## src/rtl/sdram_fb_pkg.sv

```systemverilog
// -----------------------------------------------------------------------------
// sdram_fb_pkg
// Shared types and defaults for the framebuffer SDRAM client arbiter.
//   ctl_cmd_t   : command encoding driven to the SDRAM controller (3 unused)
//   arb_state_t : arbiter sequencing states
// -----------------------------------------------------------------------------
package sdram_fb_pkg;

   localparam int unsigned DEF_ADDR_WIDTH = 22;
   localparam int unsigned DEF_DATA_WIDTH = 32;

   typedef enum logic [1:0] {
      CMD_NOP   = 2'd0,
      CMD_WRITE = 2'd1,
      CMD_READ  = 2'd2
   } ctl_cmd_t;

   typedef enum logic [1:0] {
      IDLE,
      WR_WAIT,
      RD_WAIT,
      GAP
   } arb_state_t;

endpackage

```

## src/rtl/sdram_fb_arb_timeout.sv

```systemverilog
// -----------------------------------------------------------------------------
// sdram_fb_arb_timeout
// Loadable completion-wait counter. Cleared by load_i, counts while en_i is
// high, and flags expiry during the LIMIT-th counted cycle so the owner can
// abort on that same edge.
// Ports:
//   clk_i     : clock
//   rst_ni    : asynchronous active-low reset
//   load_i    : clear the counter (command granted)
//   en_i      : count this cycle (waiting for completion)
//   expired_o : the current wait cycle is the LIMIT-th one
// -----------------------------------------------------------------------------
module sdram_fb_arb_timeout #(
   parameter int unsigned LIMIT = 1024
) (
   input  logic clk_i,
   input  logic rst_ni,
   input  logic load_i,
   input  logic en_i,
   output logic expired_o
);

   localparam int unsigned CW = (LIMIT > 1) ? $clog2(LIMIT) : 1;

   logic [CW-1:0] cnt_q, cnt_d;

   assign expired_o = (cnt_q == CW'(LIMIT - 1));

   always_comb begin
      cnt_d = cnt_q;
      if (load_i) begin
         cnt_d = '0;
      end else if (en_i && !expired_o) begin
         cnt_d = cnt_q + 1'b1;
      end
   end

   always_ff @(posedge clk_i or negedge rst_ni) begin
      if (!rst_ni) begin
         cnt_q <= '0;
      end else begin
         cnt_q <= cnt_d;
      end
   end

endmodule

```

## src/rtl/sdram_fb_arbiter.sv

```systemverilog
// -----------------------------------------------------------------------------
// sdram_fb_arbiter
// Merges the fractal pixel writer (write stream) and the LCD scanout
// prefetcher (read stream) onto the SDRAM controller's single command port.
// One command is issued at a time and held until completion or timeout,
// followed by one NOP gap cycle. Reads win unless MAX_READ_STREAK consecutive
// reads have been granted while a write was pending.
// Optional build macro: FB_ARB_STATS_EN adds stat_reads, stat_writes and
// stat_stall_cycles counters.
// Ports:
//   clk, rst_n                      : clock, async active-low reset
//   wr_valid/wr_ready/wr_addr/wr_data : pixel write request
//   rd_valid/rd_ready/rd_addr       : scanout read request
//   rd_data/rd_data_valid           : returned read word + 1-cycle strobe
//   timeout_err                     : sticky command-timeout flag
//   ctl_command/ctl_address/ctl_write : command to controller (registered)
//   ctl_read/ctl_read_valid/ctl_write_done : completions from controller
// -----------------------------------------------------------------------------
module sdram_fb_arbiter
   import sdram_fb_pkg::*;
#(
   parameter int unsigned ADDR_WIDTH      = DEF_ADDR_WIDTH,
   parameter int unsigned DATA_WIDTH      = DEF_DATA_WIDTH,
   parameter int unsigned MAX_READ_STREAK = 8,
   parameter int unsigned TIMEOUT_CYCLES  = 1024
) (
   input  logic                  clk,
   input  logic                  rst_n,
   input  logic                  wr_valid,
   output logic                  wr_ready,
   input  logic [ADDR_WIDTH-1:0] wr_addr,
   input  logic [DATA_WIDTH-1:0] wr_data,
   input  logic                  rd_valid,
   output logic                  rd_ready,
   input  logic [ADDR_WIDTH-1:0] rd_addr,
   output logic [DATA_WIDTH-1:0] rd_data,
   output logic                  rd_data_valid,
   output logic                  timeout_err,
   output logic [1:0]            ctl_command,
   output logic [ADDR_WIDTH-1:0] ctl_address,
   output logic [DATA_WIDTH-1:0] ctl_write,
   input  logic [DATA_WIDTH-1:0] ctl_read,
   input  logic                  ctl_read_valid,
   input  logic                  ctl_write_done
`ifdef FB_ARB_STATS_EN
  ,output logic [31:0]           stat_reads,
   output logic [31:0]           stat_writes,
   output logic [31:0]           stat_stall_cycles
`endif
);

   localparam int unsigned SW = $clog2(MAX_READ_STREAK + 1);

   // Reset asserts asynchronously, releases two clk edges after rst_n rises.
   logic [1:0] rst_sync_q;
   logic       arb_rst_n;

   always_ff @(posedge clk or negedge rst_n) begin
      if (!rst_n) begin
         rst_sync_q <= '0;
      end else begin
         rst_sync_q <= {rst_sync_q[0], 1'b1};
      end
   end

   assign arb_rst_n = rst_sync_q[1];

   arb_state_t            state_q, state_d;
   ctl_cmd_t              cmd_q, cmd_d;
   logic [ADDR_WIDTH-1:0] addr_q, addr_d;
   logic [DATA_WIDTH-1:0] wdata_q, wdata_d;
   logic [DATA_WIDTH-1:0] rdata_q, rdata_d;
   logic                  rdv_q, rdv_d;
   logic                  terr_q, terr_d;
   logic [SW-1:0]         streak_q, streak_d;

   logic rd_grant, wr_grant;
   logic tmo_load, tmo_en, tmo_expired;

   sdram_fb_arb_timeout #(
      .LIMIT (TIMEOUT_CYCLES)
   ) u_timeout (
      .clk_i     (clk),
      .rst_ni    (arb_rst_n),
      .load_i    (tmo_load),
      .en_i      (tmo_en),
      .expired_o (tmo_expired)
   );

   always_comb begin
      state_d  = state_q;
      cmd_d    = cmd_q;
      addr_d   = addr_q;
      wdata_d  = wdata_q;
      rdata_d  = rdata_q;
      rdv_d    = 1'b0;
      terr_d   = terr_q;
      streak_d = streak_q;
      rd_grant = 1'b0;
      wr_grant = 1'b0;
      tmo_load = 1'b0;
      tmo_en   = 1'b0;

      unique case (state_q)
         IDLE: begin
            if (rd_valid && (!wr_valid || (streak_q < SW'(MAX_READ_STREAK)))) begin
               rd_grant = 1'b1;
               tmo_load = 1'b1;
               cmd_d    = CMD_READ;
               addr_d   = rd_addr;
               state_d  = RD_WAIT;
               // streak only accumulates while a write is being held off
               if (!wr_valid) begin
                  streak_d = '0;
               end else if (streak_q < SW'(MAX_READ_STREAK)) begin
                  streak_d = streak_q + 1'b1;
               end
            end else if (wr_valid) begin
               wr_grant = 1'b1;
               tmo_load = 1'b1;
               cmd_d    = CMD_WRITE;
               addr_d   = wr_addr;
               wdata_d  = wr_data;
               streak_d = '0;
               state_d  = WR_WAIT;
            end
         end
         WR_WAIT: begin
            tmo_en = 1'b1;
            if (ctl_write_done) begin
               cmd_d   = CMD_NOP;
               state_d = GAP;
            end else if (tmo_expired) begin
               cmd_d   = CMD_NOP;
               terr_d  = 1'b1;
               state_d = GAP;
            end
         end
         RD_WAIT: begin
            tmo_en = 1'b1;
            if (ctl_read_valid) begin
               rdata_d = ctl_read;
               rdv_d   = 1'b1;
               cmd_d   = CMD_NOP;
               state_d = GAP;
            end else if (tmo_expired) begin
               cmd_d   = CMD_NOP;
               terr_d  = 1'b1;
               state_d = GAP;
            end
         end
         GAP: begin
            state_d = IDLE;
         end
         default: begin
            cmd_d   = CMD_NOP;
            state_d = IDLE;
         end
      endcase
   end

   always_ff @(posedge clk or negedge arb_rst_n) begin
      if (!arb_rst_n) begin
         state_q  <= IDLE;
         cmd_q    <= CMD_NOP;
         addr_q   <= '0;
         wdata_q  <= '0;
         rdata_q  <= '0;
         rdv_q    <= 1'b0;
         terr_q   <= 1'b0;
         streak_q <= '0;
      end else begin
         state_q  <= state_d;
         cmd_q    <= cmd_d;
         addr_q   <= addr_d;
         wdata_q  <= wdata_d;
         rdata_q  <= rdata_d;
         rdv_q    <= rdv_d;
         terr_q   <= terr_d;
         streak_q <= streak_d;
      end
   end

   // Readies are masked while the reset synchronizer is still releasing.
   assign rd_ready      = rd_grant && arb_rst_n;
   assign wr_ready      = wr_grant && arb_rst_n;
   assign ctl_command   = cmd_q;
   assign ctl_address   = addr_q;
   assign ctl_write     = wdata_q;
   assign rd_data       = rdata_q;
   assign rd_data_valid = rdv_q;
   assign timeout_err   = terr_q;

`ifdef FB_ARB_STATS_EN
   logic [31:0] stat_rd_q, stat_wr_q, stat_stall_q;

   always_ff @(posedge clk or negedge arb_rst_n) begin
      if (!arb_rst_n) begin
         stat_rd_q    <= '0;
         stat_wr_q    <= '0;
         stat_stall_q <= '0;
      end else begin
         if (state_q == RD_WAIT && ctl_read_valid) begin
            stat_rd_q <= stat_rd_q + 32'd1;
         end
         if (state_q == WR_WAIT && ctl_write_done) begin
            stat_wr_q <= stat_wr_q + 32'd1;
         end
         if ((wr_valid && !wr_ready) || (rd_valid && !rd_ready)) begin
            stat_stall_q <= stat_stall_q + 32'd1;
         end
      end
   end

   assign stat_reads        = stat_rd_q;
   assign stat_writes       = stat_wr_q;
   assign stat_stall_cycles = stat_stall_q;
`endif

endmodule

```

## config.mk

```make
export PLATFORM = sky130hd
export DESIGN_NAME = sdram_fb_arbiter
export DESIGN_NICKNAME = d
export VERILOG_FILES = /design/src/rtl/sdram_fb_pkg.sv /design/src/rtl/sdram_fb_arb_timeout.sv /design/src/rtl/sdram_fb_arbiter.sv
export SDC_FILE = /design/constraint.sdc
export NUM_CORES = 1
export LEC_CHECK = 0
export BUFFER_PORTS_ARGS = -buffer_cell sky130_fd_sc_hd__buf_2
export CAP_MARGIN = 20
export CORE_ASPECT_RATIO = 1.25
export CORE_MARGIN = 10
export CORE_UTILIZATION = 30
export DETAILED_ROUTE_END_ITERATION = 10
export MAX_ROUTING_LAYER = met4
export REMOVE_ABC_BUFFERS = 1
export SLEW_MARGIN = 20
export SYNTH_ARGS = -nofsm -noshare
export SYNTH_HDL_FRONTEND = slang
export SYNTH_SLANG_ARGS = --single-unit
export TNS_END_PERCENT = 50
```

## constraint.sdc

```tcl
create_clock -name clk -period 3.6 [get_ports clk]
set_clock_uncertainty 0.1 [all_clocks]
set_input_delay 0.18 -clock clk [delete_from_list [all_inputs] [get_ports clk]]
set_output_delay 0.18 -clock clk [all_outputs]
set_load 0.02 [all_outputs]
```

==> metrics list <==
* Post-synth cell types: 46
- In this run the vertical extent of the chip is approximately 160 µm.
- The worst setup path is launched from a flip-flop.
- Buffers added on ports: 205
* TritonCTS clock tree: built
* Iteration count of the initial detailed-routing pass: 4
- The initial antenna violation count came to 0.
* DRC violation count after routing: 0
- Proportion of synthesized chip area in sequential cells: between 50% and 60%
- Highest achievable clock rate: just over 400 MHz
- Post-route clock period utilization: 66.8%
- Grouping stages by cell kind, the critical path spends the most delay in buffers and inverters.
* Pin count of the biggest net entering global routing: 62
- Yosys synthesis warning count: 0
- Number of CTS-inserted buffers: 9
* Global-route wire length before repair: about 20000 µm
- The most common cell in the synthesized netlist is dfrtp_1.
* Final hold vios: 0
- Average instance area after synthesis: 12.9 µm²
* Weighted congestion reported at the end of routability-driven placement: 0.803
- Setup bufs post-CTS: 0
* Via count of the first global-routing pass: 4077
* Area after DPL: 5790 µm²
* Largest fanout on the critical path: 33
- Cells along the critical path: inv_1 > ha_1 > nand2_1 > nor2_2 > buf_4 > and2_1 > buf_2
- The die covers 20600 µm².
- The worst-case IR drop observed on VDD is 0.371 mV.
* Post-Synth Simple-Gate Area: 7.08%
- Among all stages on the critical path, the largest delay is contributed by dfrtp_1.
* DRC marker count from the first detailed-route iteration: 139
- Status: complete, no violations
- Area of the core: 15000 µm²
- After routing the design area is approximately 6800 µm².
* Std cell rows: 50
- Setup violations remaining at the end of the flow were counted as 0.
* Clock transition at path regs: 0.07 ns
- The worst pin sits at a relative slew slack of between 20 and 30%.
- Post-synthesis sequential element count: 108
- Number of clock sinks seen by CTS: 108
- Total buffers and inverters traversed by the critical path: 3
- The synthesized design devotes to its leading area cell type 59.0% of total area.
- In this run the horizontal extent of the chip is 130 µm.
* Total length of routed wires: 13000 µm
- Highest cell delay on the worst timing path: 0.41 ns
- In this run, synthesis inferred 0 flip-flops with an integrated enable.
* Ports placed on the boundary: 206
- Setup repair after global routing missed its margin: no
- Number of inserted filler cells in the final layout: 1356
- Transition time of the tightest slew-check pin: approximately 1.1 ns
- After Yosys synthesis, XOR and XNOR cells account for 0.383% of the synthesized area.
- Summing the areas of all compound-gate instances in the mapped netlist gives 8.42% of the synthesized area.
* Insertion delay to the later sink of the worst-skew pair: 0.34 ns
- Post-layout net count: 747
- For this run, asynchronously set or reset flops after synthesis account for 100%.
- Across the run, the number of max-cap violations was 0.
- Cell at the root of the clock tree: clkbuf_16
* Via-to-Cell Ratio: 4.55
- The H-tree was split into 3 levels.
- The synthesized design spends more area on one cell type than any other, namely dfrtp_1.
* Post-DP HPWL: roughly 9500 µm
- Counting I/O delays and the setup requirement, the final critical path takes between 2 and 2.5 ns.
- The detail route stage leaves a number of antenna-violating nets equal to 0.
- The worst setup path is of the flip-flop to output port kind.
- Fraction of the mapped netlist area in adder cells: between 1.5 and 2%
* Commonest cells in the netlist: 108 x dfrtp_1, 64 x mux2_2, 32 x nand2_1
* Global-route congestion overflow total: 0
* Syn Std Cell Area: 4580 µm²
- Main combinational cell family by area after synthesis: multiplexers
* Worst setup EP type: output port
* Effective utilization at floorplan: between 30% and 40%
- Mux contribution to synthesized area: 20.6%
- STA puts the critical path data required time at 3.32 ns.
- Dividing total power by cell area gives a power density of slightly above 800 nW/µm².
* Final slew viol count: 0
* Via count of the routed design: 3706
- Synth top area cells: dfrtp_1 59%, mux2_2 16%, mux2i_1 4.8%
* TNS Setup: 0 ns
- Worst EP arrival: ~2.1 ns
* Post-synthesis instance total: 356
- The clock passes through at most 2 buffers.
- DR WL/cell: 15.9 µm
- Global routing used 12.7% of the available tracks.
- The area growth from synthesis to layout is 48.2%.
- HP Class: input port to flip-flop
* Most used flip-flop cell after synthesis: dfrtp_1
- Count of cells resized by post-cts repair: 0
- The analysis attributes to cell leakage a power of roughly 3.4 nW.
* Layout cell share with drive strength beyond 1: ~48%
==> tightest hold or removal path, stage by stage <==
cell,delay (ns)
buf_2,0.08
mux2i_1,0.06
o21ai_1,0.11
==> placed cells by master, fill, tap and decap left out, drive strengths merged, types with 2 or more instances in the layout <==
| master | netlist | final |
|---|---|---|
| buf | 11 | 209 |
| nor3 | 4 | 4 |
| ha | 7 | 7 |
| mux2i | 22 | 22 |
| a21oi | 9 | 9 |
| a22o | 3 | 3 |
| o21ai | 29 | 29 |
| a311oi | 3 | 3 |
| nand2 | 32 | 32 |
| nor2 | 11 | 11 |
| dfrtp | 108 | 108 |
| and3 | 3 | 3 |
| a211oi | 2 | 2 |
| inv | 7 | 9 |
| and2 | 2 | 2 |
| a31o | 2 | 2 |
| clkbuf | 6 | 11 |
| o31ai | 2 | 2 |
| a31oi | 4 | 4 |
| nand3 | 7 | 7 |
| nor3b | 2 | 2 |
| mux2 | 64 | 64 |
| dlygate4sd3 | 0 | 67 |
==> where the power goes <==
part | internal, W | switching (W)
clock network | 0.000586 | 0.000451
logic | 0.000984 | 0.00143
registers | 0.00176 | 0.000288
==> per-layer routing <==
metal  share of wire (%)  global-route usage (%)  vias to the layer above
met1                  39                    13.6                     1752
met2                  53                    21.7                      129
li1                    -                       -                     1806
met3                 5.6                    3.05                       19
met4                 2.2                    5.89                        0
met5                   0                       -                        -
==> cells by family (layout without fill, tap and decap cells) <==
logic type | Yosys count | count (layout)
muxes | 86 | 86
other | 1 | 2
adders and majority gates | 7 | 7
DFF | 108 | 108
and+or+nand+nor | 67 | 67
xor gates and xnor gates | 2 | 2
AOI/OAI and AO/OA | 61 | 61
buffers and inverters | 24 | 299
==> flip-flops by register name, indices dropped and copies added (netlist names) <==
register / cells
ctl_address: 22
u_timeout.cnt_q: 10
state_q: 2
ctl_write: 32
ctl_command: 2
streak_q: 4
timeout_err: 1
rst_sync_q: 2
rd_data: 32
rd_data_valid: 1
==> area by class of cell <==
cell class,count,area (µm²),share of cell area [%]
Antenna cell,1,2.50,0.0369
Clock buffer,11,253,3.73
Clock inverter,5,66.3,0.978
Inverter,7,26.3,0.387
Multi-Input combinational cell,224,1770,26.2
Sequential cell,108,2710,39.9
Tap cell,182,228,3.36
Timing Repair Buffer,276,1730,25.5
==> worst paths after layout <==
| path | startpoint | to | slack [ns] | depth (start not counted) |
|---|---|---|---|---|
| setup / recovery | state_q[1]$_DFFE_PN0P_ | wr_ready | 1.19 | 7 |
| hold / removal | rd_addr[16] | ctl_address[16]$_DFFE_PN0P_ | 0.02 | 3 |
| setup reg to reg | state_q[1]$_DFFE_PN0P_ | u_timeout.cnt_q[5]$_DFFE_PN0P_ | 1.52 | 6 |
| hold reg to reg | rst_sync_q[1]$_DFF_PN0_ | rd_data[21]$_DFFE_PN0P_ | 0.24 | 0 |
| max in group asynchronous | rst_sync_q[1]$_DFF_PN0_ | ctl_address[0]$_DFFE_PN0P_ | 1.92 | 1 |
| min in group asynchronous | rst_n | rst_sync_q[0]$_DFF_PN0_ | 0.06 | 2 |
==> stage by stage <==
stage	hold WS, ns	utilization [%]	cells	total power, W	setup WS [ns]
final	0.0171	45.4	814	0.00550	1.19
after global routing	0.0249	45.3	813	0.00588	0.983
after CTS	0.00265	45.3	813	0.00559	1.15
after detailed placement	-0.132	38.7	730	0.00446	1.53
after global placement	-0.134	38.7	730	0.00439	1.58
after floorplan	-0.216	-	339	0.00357	0.161
==> repair_timing <==
item                                    CTS  global route
endpoints found under the setup margin    0             0
hold buffers                             67             0
endpoints found under the hold margin    68             0
Note: power is estimated with default switching activity, not from simulation.
